## config.mk

```make
export PLATFORM = sky130hd
export DESIGN_NAME = sprite_line_scan
export DESIGN_NICKNAME = d
export VERILOG_FILES = /design/src/rtl/sprite_pkg.sv /design/src/rtl/sprite_table.sv /design/src/rtl/sprite_line_scan.sv
export SDC_FILE = /design/constraint.sdc
export NUM_CORES = 1
export LEC_CHECK = 0
export ABC_AREA = 0
export CAP_MARGIN = 30
export CORE_MARGIN = 3
export CORE_UTILIZATION = 50
export CTS_CLUSTER_DIAMETER = 40
export DETAILED_ROUTE_END_ITERATION = 10
export PLACE_DENSITY = 0.65
export RECOVER_POWER = 25
export SETUP_SLACK_MARGIN = 0.15
export SLEW_MARGIN = 0
export SYNTH_ARGS = -nofsm -noshare
export SYNTH_HDL_FRONTEND = slang
export SYNTH_HIERARCHICAL = 1
export SYNTH_SLANG_ARGS = --single-unit
```

## constraint.sdc

```tcl
create_clock -name clk -period 4.11 [get_ports clk]
set_input_delay 1.233 -clock clk [delete_from_list [all_inputs] [get_ports clk]]
set_output_delay 1.233 -clock clk [all_outputs]
set_load 0.005 [all_outputs]
```

## src/rtl/sprite_pkg.sv

```systemverilog
// Shared types and widths for the sprite line scanner: table entry,
// scan-list entry, FSM encoding and the line-coverage test.
package sprite_pkg;

  localparam int NUM_SPRITES = 32;
  localparam int X_W         = 10;
  localparam int Y_W         = 9;
  localparam int SEL_W       = 5;
  localparam int ROW_W       = 4;

  typedef struct packed {
    logic           vis;
    logic           attr;
    logic           pos;
    logic [Y_W-1:0] y;
    logic [X_W-1:0] x;
  } sprite_entry_t;

  typedef enum logic [1:0] {
    IDLE = 2'd0,
    SCAN = 2'd1,
    DONE = 2'd2
  } scan_state_t;

  typedef struct packed {
    logic [SEL_W-1:0] sel;
    logic [X_W-1:0]   x;
    logic [ROW_W-1:0] row;
    logic             attr;
    logic             pos;
  } list_entry_t;

  // One bit wider than a line number so y + height never wraps past line 511.
  function automatic logic sprite_covers(input sprite_entry_t e,
                                         input logic [Y_W-1:0] line,
                                         input logic [Y_W:0]   height);
    logic [Y_W:0] top;
    logic [Y_W:0] bot;
    logic [Y_W:0] ln;
    top = {1'b0, e.y};
    bot = top + height;
    ln  = {1'b0, line};
    return e.vis && (ln >= top) && (ln < bot);
  endfunction

endpackage

```

## src/rtl/sprite_table.sv

```systemverilog
// 32-entry sprite attribute table: synchronous write, combinational read,
// asynchronous clear of every entry.
module sprite_table
  import sprite_pkg::*;
(
  input  logic                 clk,
  input  logic                 reset,
  input  logic                 wr,
  input  logic [SEL_W-1:0]     wr_sel,
  input  sprite_entry_t        wr_data,
  input  logic [SEL_W-1:0]     rd_sel,
  output sprite_entry_t        rd_data
);

  sprite_entry_t mem [NUM_SPRITES];

  always_ff @(posedge clk or negedge reset) begin
    if (!reset) begin
      for (int i = 0; i < NUM_SPRITES; i++) mem[i] <= '0;
    end else if (wr) begin
      mem[wr_sel] <= wr_data;
    end
  end

  // Read sees the pre-edge contents, so a write to the entry being scanned
  // in the same cycle is not observed by that evaluation.
  assign rd_data = mem[rd_sel];

endmodule

```

## src/rtl/sprite_line_scan.sv

```systemverilog
// Sprite line scanner: walks the attribute table once per scanline request
// and builds an ordered list of up to MAX_HITS covering sprites.
module sprite_line_scan
  import sprite_pkg::*;
#(
  parameter int SPR_H    = 16,
  parameter int MAX_HITS = 8
) (
  input  logic                          clk,
  input  logic                          reset,
  input  logic                          sprite_wr,
  input  logic [4:0]                    sprite_sel,
  input  logic [9:0]                    sprite_x,
  input  logic [8:0]                    sprite_y,
  input  logic                          sprite_vis,
  input  logic                          sprite_attr,
  input  logic                          sprite_pos,
  input  logic                          line_start,
  input  logic [8:0]                    line_y,
  input  logic [$clog2(MAX_HITS)-1:0]   rd_idx,
  output logic                          list_valid,
  output logic [$clog2(MAX_HITS+1)-1:0] hit_count,
  output logic                          overflow,
  output logic [4:0]                    rd_sel,
  output logic [9:0]                    rd_x,
  output logic [3:0]                    rd_row,
  output logic                          rd_attr,
  output logic                          rd_pos,
  output logic [1:0]                    dbg_state
);

  localparam int                HC_W     = $clog2(MAX_HITS + 1);
  localparam int                RI_W     = $clog2(MAX_HITS);
  localparam logic [HC_W-1:0]   HC_MAX   = HC_W'(MAX_HITS);
  localparam logic [SEL_W-1:0]  LAST_IDX = SEL_W'(NUM_SPRITES - 1);

  // Handshake: line_start is a one-cycle request with no back-pressure; it is
  // always accepted and restarts any scan. list_valid is a level that is high
  // from the end of a complete scan until the next line_start or reset.

  scan_state_t       state, state_n;
  logic [SEL_W-1:0]  scan_idx;
  logic [Y_W-1:0]    line_q;
  sprite_entry_t     wr_entry;
  sprite_entry_t     scan_entry;
  logic              scan_hit;
  list_entry_t       new_item;
  list_entry_t       rd_q;
  list_entry_t       list_q [MAX_HITS];

  assign wr_entry = '{vis: sprite_vis, attr: sprite_attr, pos: sprite_pos,
                      y: sprite_y, x: sprite_x};

  sprite_table u_table (
    .clk     (clk),
    .reset   (reset),
    .wr      (sprite_wr),
    .wr_sel  (sprite_sel),
    .wr_data (wr_entry),
    .rd_sel  (scan_idx),
    .rd_data (scan_entry)
  );

  assign scan_hit = sprite_covers(scan_entry, line_q, (Y_W+1)'(SPR_H));

  always_comb begin
    new_item      = '0;
    new_item.sel  = scan_idx;
    new_item.x    = scan_entry.x;
    new_item.row  = ROW_W'(line_q - scan_entry.y);
    new_item.attr = scan_entry.attr;
    new_item.pos  = scan_entry.pos;
  end

  always_ff @(posedge clk or negedge reset) begin
    if (!reset) state <= IDLE;
    else        state <= state_n;
  end

  always_comb begin
    state_n = state;
    if (line_start) begin
      state_n = SCAN;
    end else begin
      case (state)
        SCAN:    if (scan_idx == LAST_IDX) state_n = DONE;
        default: state_n = state;
      endcase
    end
  end

  always_ff @(posedge clk or negedge reset) begin
    if (!reset) begin
      line_q     <= '0;
      scan_idx   <= '0;
      hit_count  <= '0;
      overflow   <= 1'b0;
      list_valid <= 1'b0;
      for (int i = 0; i < MAX_HITS; i++) list_q[i] <= '0;
    end else if (line_start) begin
      line_q     <= line_y;
      scan_idx   <= '0;
      hit_count  <= '0;
      overflow   <= 1'b0;
      list_valid <= 1'b0;
    end else if (state == SCAN) begin
      if (scan_hit) begin
        if (hit_count < HC_MAX) begin
          list_q[hit_count[RI_W-1:0]] <= new_item;
          hit_count                   <= hit_count + HC_W'(1);
        end else begin
          overflow <= 1'b1;
        end
      end
      scan_idx <= scan_idx + SEL_W'(1);
      if (scan_idx == LAST_IDX) list_valid <= 1'b1;
    end
  end

  // Stale list slots beyond hit_count are masked rather than cleared.
  always_ff @(posedge clk or negedge reset) begin
    if (!reset) begin
      rd_q <= '0;
    end else if (HC_W'(rd_idx) < hit_count) begin
      rd_q <= list_q[rd_idx];
    end else begin
      rd_q <= '0;
    end
  end

  assign rd_sel    = rd_q.sel;
  assign rd_x      = rd_q.x;
  assign rd_row    = rd_q.row;
  assign rd_attr   = rd_q.attr;
  assign rd_pos    = rd_q.pos;
  assign dbg_state = state;

endmodule

```

# --- Yosys cells after proc, flatten, opt, wreduce, memory -nomap -nowiden ---
# Index checks and enable logic that the tools add are counted.
op_classes:
  add_sub_neg: 4
  order_cmp: 10
  eq_ne: 3
  muxes: 29
  n_bitwise: 5
  n_reduce_logical: 12
op_table:
  columns: ["cell", "count"]
  rows:
  - ["704-bit bitwise mux", 1]
  - ["168-bit bitwise mux", 1]
  - ["22-bit binary-select mux with 5-bit select", 1]
  - ["22-bit demux with 5-bit select", 1]
  - ["21-bit two-way mux", 4]
  - ["22-bit two-way mux", 3]
  - ["21-bit binary-select mux with 3-bit select", 1]
  - ["21-bit demux with 3-bit select", 1]
  - ["4-bit two-way mux", 4]
  - ["6-bit >= comparator, second input constant", 2]
  - ["5-bit inverter with 6-bit output", 2]
  - ["9-bit by 5-bit adder with 10-bit output, second input constant", 1]
  - ["9-bit by 10-bit < comparator with 1-bit output", 1]
  - ["5-bit two-way mux", 2]
  - ["9-bit >= comparator", 1]
  - ["4-bit >= comparator, second input constant", 2]
  - ["3-bit inverter with 4-bit output", 2]
  - ["2-bit nonzero test", 4]
  - ["1-bit two-way mux", 7]
  - ["6-bit by 1-bit < comparator with 1-bit output, second input constant", 1]
  - ["2-bit two-way mux", 3]
  - ["3-bit AND reduction", 2]
  - ["5-bit by 1-bit adder with 5-bit output, second input constant", 1]
  - ["5-bit == test, second input constant", 1]
  - ["other kinds (11)", 14]
word_totals:
  register_bits: 915
  inputBits: 43
  output_inout_bits: 29
  elab_cells: 274

# --- Depth between registers and ports, before layout ---
depth:
  ltp_word: 10
  mapped_depth: 18
  depth_no_buf: 13

# --- By module ---
# Netlist, hierarchy kept.
modules_own_cells:
  columns: ["mod", "n_inst", "cells_per_inst", "area_each_um2", "seq_area_each_um2"]
  rows:
  - ["sprite_table", 1, 2365, 32673.8, 17616.9]
  - ["sprite_line_scan", 1, 660, 10128.5, 5255.0]

# --- Worst setup path before layout ---
# No wires, ideal clock.
synth_path:
  kind: "reg-to-reg"
  startpoint: "register scan_idx[0]"
  endpoint: "register list_q[142] (netlist bit)"
  setup_time_ns: 0.128
  arrival_time_ns: 3.535
  required_time_ns: 3.982
  path_slack_ns: 0.448
  path_stages_with_launch: 17
  n_path_buf: 4
  synth_period_minus_slack_ns: 3.662
  path_cell_list: "dfrtp_1 nor2_1 buf_2 buf_1 a22oi_1 nand3_1 nand3_1 ha_1 inv_1 ha_1 a21oi_1 o211ai_2 a2bb2oi_2 buf_6 nor4_4 buf_6 mux2_1"
synth_lines:
  columns: ["item", "line_no", "text"]
  rows:
  - ["start, declared", "sprite_line_scan.sv:42", "logic [SEL_W-1:0] scan_idx;"]
  - ["start signal, assigned", "sprite_line_scan.sv:115", "scan_idx <= scan_idx + SEL_W'(1);"]
  - ["end signal, assigned by index", "sprite_line_scan.sv:109", "list_q[hit_count[RI_W-1:0]] <= new_item;"]
  - ["end, declared", "sprite_line_scan.sv:49", "list_entry_t list_q [MAX_HITS];"]

==> results.ini <==
[power]
ir_worst_vdd_uv = 359
switching_share = 0.262
p_sw_mw = 7.28
comb_power_share = 0.173
power_frac_seq = 0.406
clkPwrFrac = 0.422
p_per_area_mw_per_mm2 = 537
p_int_mw = 20.6
total_leakage_power_nw = 23.3

[synthesis]
async_flop_share = 1.00
synth_edf_count = 0
yosysWarnings = 6
ys_seq_elements = 914
avgSynthCellArea_sq_um = 14.1
yosys-top-cells-area = dfrtp_1 53%, mux2_2 20%, mux2i_1 9.2%
syn_area_sq_mm = 0.0428
syn_inst = 3025
synth_top_area_frac = 0.534
ys_types = 58
synth_top_cell_by_area = dfrtp_1
synth_ff_type = dfrtp_1
synth_seq_area_share = 0.534
syn_nets = 3089

[min_path]
hold_path.startpoint = u_table/mem[36]
holdPathEnd = u_table/mem[36]
hp-class = reg2reg
min_path_cells = 1

[setup_path]
reg2regPathDepth = 20
arrival_ns = 4.74
worstReg2RegStart = scan_idx[1]
path_buf_inv = 8
regToRegEndpoint = list_q[97]
path_class = reg2reg
worst_setup_path_start_kind = flip-flop
max_stage_delay_ns = 0.56
crit_required_ns = 4.69
r2r_slack_ns = -0.05
end_kind = flip-flop
critical-path-top-delay-family = buffers and inverters
slowest_stage = dfrtp_4
path_common_cell = buf_6
worstPathMaxFanout = 8
crit_chain = buf_12 -> buf_6 -> mux2i_1 -> a22o_1 -> nor3_2 -> a31oi_2 -> nand3_2 -> ha_4 -> inv_4 -> ha_4 -> buf_6 -> nand4b_1 -> a211oi_4 -> a2bb2oi_4 -> buf_12 -> nor4_4 -> buf_4 -> buf_6 -> clkbuf_16 -> mux2_4

[layout]
fillers = 6193
layout-drive-gt1-share = 0.441
nets = 3309
regArea_sq_mm = 0.0229
utilization = 0.616
design_area_sq_mm = 0.0518
multiInputGateArea_sq_mm = 0.0190
syn_to_final_growth_pct = 21.1
num_antenna_cells = 0

[sta]
setup_tns_ns = -0.844
finalCriticalPeriod_ns = 4.16
max_freq_mhz = 240
hold_violations = 0
setup_slack_ns = -0.0543
final-max-slew-violation-count = 62
relSlewSlack = -0.385
worstMarginPinSlew_ns = 2.08
setup_viol_count_final = 41
hold_slack_ns = 0.482
rsz0062_at_grt = yes
post-route-period-util = 1.01
clock_skew_ns = 0.0326

[global_routing]
met1_usage = 0.334
grt_max_degree = 105
antenna_found_initial = 2
grt_pass1_vias = 28300
busiest_layer = met2
met2_usage = 0.425
grtUsageMet3 = 0.0405
grt_use_total = 0.253
grt_pass1_wl_um = 173000
overflow = 0

[cts]
cts.sinks = 914
numCtsBuffers = 136
cts_tree = yes
cts-root-buf = clkbuf_16
postCtsHoldBufs = 0
clock_path_buffers = 3
clk_latency_ns = 0.72
htreeDepth = 4
clk_pin_slew_worst_paths_ns = 0.05

[routing]
vias = 26500
drtIter0Drc = 1735
drt-pass1-iter-count = 5
wl_per_cell_um = 25.6
drc = 0
vias_per_cell = 5.91
ant_nets = 0
routed_wl_um = 115000

[placement]
pre_cts_ws_ns = -0.131
routabilityCongestion = 0.809
io_buffers = 71
dp_hpwl_um = 67800
placed_area_sq_mm = 0.0453

[floorplan]
io_pins = 72
die_y_um = 299
core_region_area_sq_mm = 0.0842
dieArea_sq_mm = 0.0892
rows = 106
start_util = 0.508
fp.dieW_um = 299

[run_status]
status = finished with violations
violations = capacitance limit, slew limit, setup timing

[run]
maxCapViolCount = 2

-- worst max path at each step --
stage | from | endpoint | slack [ns] | cells past startpoint
4_1_cts | scan_idx[1] | list_q[122] | 0.05 | 17
3_3_place_gp | scan_idx[1] | list_q[147] | -0.07 | 17
2_1_floorplan | scan_idx[0] | list_q[142] | 0.45 | 16
5_1_grt | scan_idx[1] | list_q[116] | -0.17 | 19
6_report | scan_idx[1] | list_q[97] | -0.05 | 20
3_5_place_dp | scan_idx[0] | list_q[147] | -0.13 | 18
-- cells in the final DEF (no fill, tap or decap), types with 15 or more instances in the layout --
| cell type | instances |
|---|---|
| inv_1 | 27 |
| buf_12 | 29 |
| clkbuf_1 | 26 |
| a31oi_1 | 17 |
| clkinv_2 | 21 |
| mux4_2 | 42 |
| nand4_1 | 24 |
| nand2_1 | 73 |
| a22o_1 | 44 |
| mux2i_1 | 390 |
| mux2_4 | 135 |
| buf_4 | 165 |
| a22oi_1 | 85 |
| nand3_1 | 41 |
| dfrtp_1 | 912 |
| clkbuf_8 | 17 |
| buf_6 | 22 |
| a21oi_1 | 46 |
| mux2_1 | 24 |
| clkdlybuf4s50_1 | 68 |
| nor3_1 | 15 |
| clkbuf_16 | 162 |
| mux2_2 | 705 |
| nor2_1 | 32 |
-- Yosys cell counts, types with 5 or more instances --
master / number
a21oi_1: 51
a22o_1: 44
a22oi_1: 88
a31oi_1: 22
buf_1: 10
buf_2: 54
buf_4: 49
buf_6: 36
clkbuf_1: 114
dfrtp_1: 914
ha_1: 20
inv_1: 31
mux2_1: 28
mux2_2: 762
mux2_4: 74
mux2i_1: 393
mux4_2: 42
nand2_1: 74
nand2b_1: 5
nand3_1: 50
nand4_1: 24
nor2_1: 35
nor2_2: 8
nor2_4: 8
nor3_1: 23
nor4_4: 7
xnor2_1: 5
-- routing by layer --
metal,vias up,wire length [um]
met4,2,3590
met1,14100,49500
met2,663,56900
li1,11500,-
met5,-,13
met3,210,5070
-- through the flow --
stage / instances / total power [mW]
after global routing: 4488 / 29.0
after CTS: 4438 / 27.8
final: 4488 / 27.8
after floorplan: 3025 / 14.2
after global placement: 4159 / 15.5
after detailed placement: 4163 / 15.8
-- worst reg2reg max path: stages, from the launching register on --
cell and delay (ns):
dfrtp_4 0.56, buf_12 0.18, buf_6 0.12, mux2i_1 0.16
a22o_1 0.18, nor3_2 0.05, a31oi_2 0.24, nand3_2 0.19
ha_4 0.32, inv_4 0.04, ha_4 0.27, buf_6 0.08
nand4b_1 0.18, a211oi_4 0.27, a2bb2oi_4 0.26, buf_12 0.17
nor4_4 0.05, buf_4 0.14, buf_6 0.13, clkbuf_16 0.17
mux2_4 0.29
-- area by class of cell --
class                   instances  area share
clock buffers                 176      0.0751
repair buffers                345      0.0727
clock inverters                71      0.0156
inverters                      33     0.00249
multi-input cells            1815       0.366
flip-flops and latches        914       0.441
well taps                    1134      0.0274
-- timing repair --
action | in CTS | in global routing
gates cloned | 10 | 18
gates resized for setup | 51 | 131
pin swaps | 11 | 20
setup buffers | 18 | 26
setup endpoints to repair | 173 | 173
-- registers in the layout, indices dropped and copies added (netlist names), 2 cells and up --
signal	count
dbg_state	2
hit_count	4
line_q	9
list_q	168
rd_row	4
rd_sel	5
rd_x	10
scan_idx	5
u_table/mem	704
-- cell families after synthesis --
| family | count (synthesis) | synth area share |
|---|---|---|
| buffers and inverters | 296 | 0.0381 |
| DFF | 914 | 0.534 |
| adders and majority gates | 21 | 0.00631 |
| and+or+nand+nor | 266 | 0.0350 |
| xor gates and xnor gates | 8 | 0.00164 |
| AOI/OAI and AO/OA | 221 | 0.0367 |
| muxes | 1299 | 0.348 |
-- power by group through the flow --
stage	Combinational (mW)	Sequential (mW)	Clock [mW]
after global routing	5.18	11.5	12.4
after CTS	4.55	11.3	11.9
after global placement	4.17	11.3	0
after floorplan	3.07	11.2	0
after detailed placement	4.35	11.4	0
final	4.81	11.3	11.7
Power figures use the tool's default switching activity.
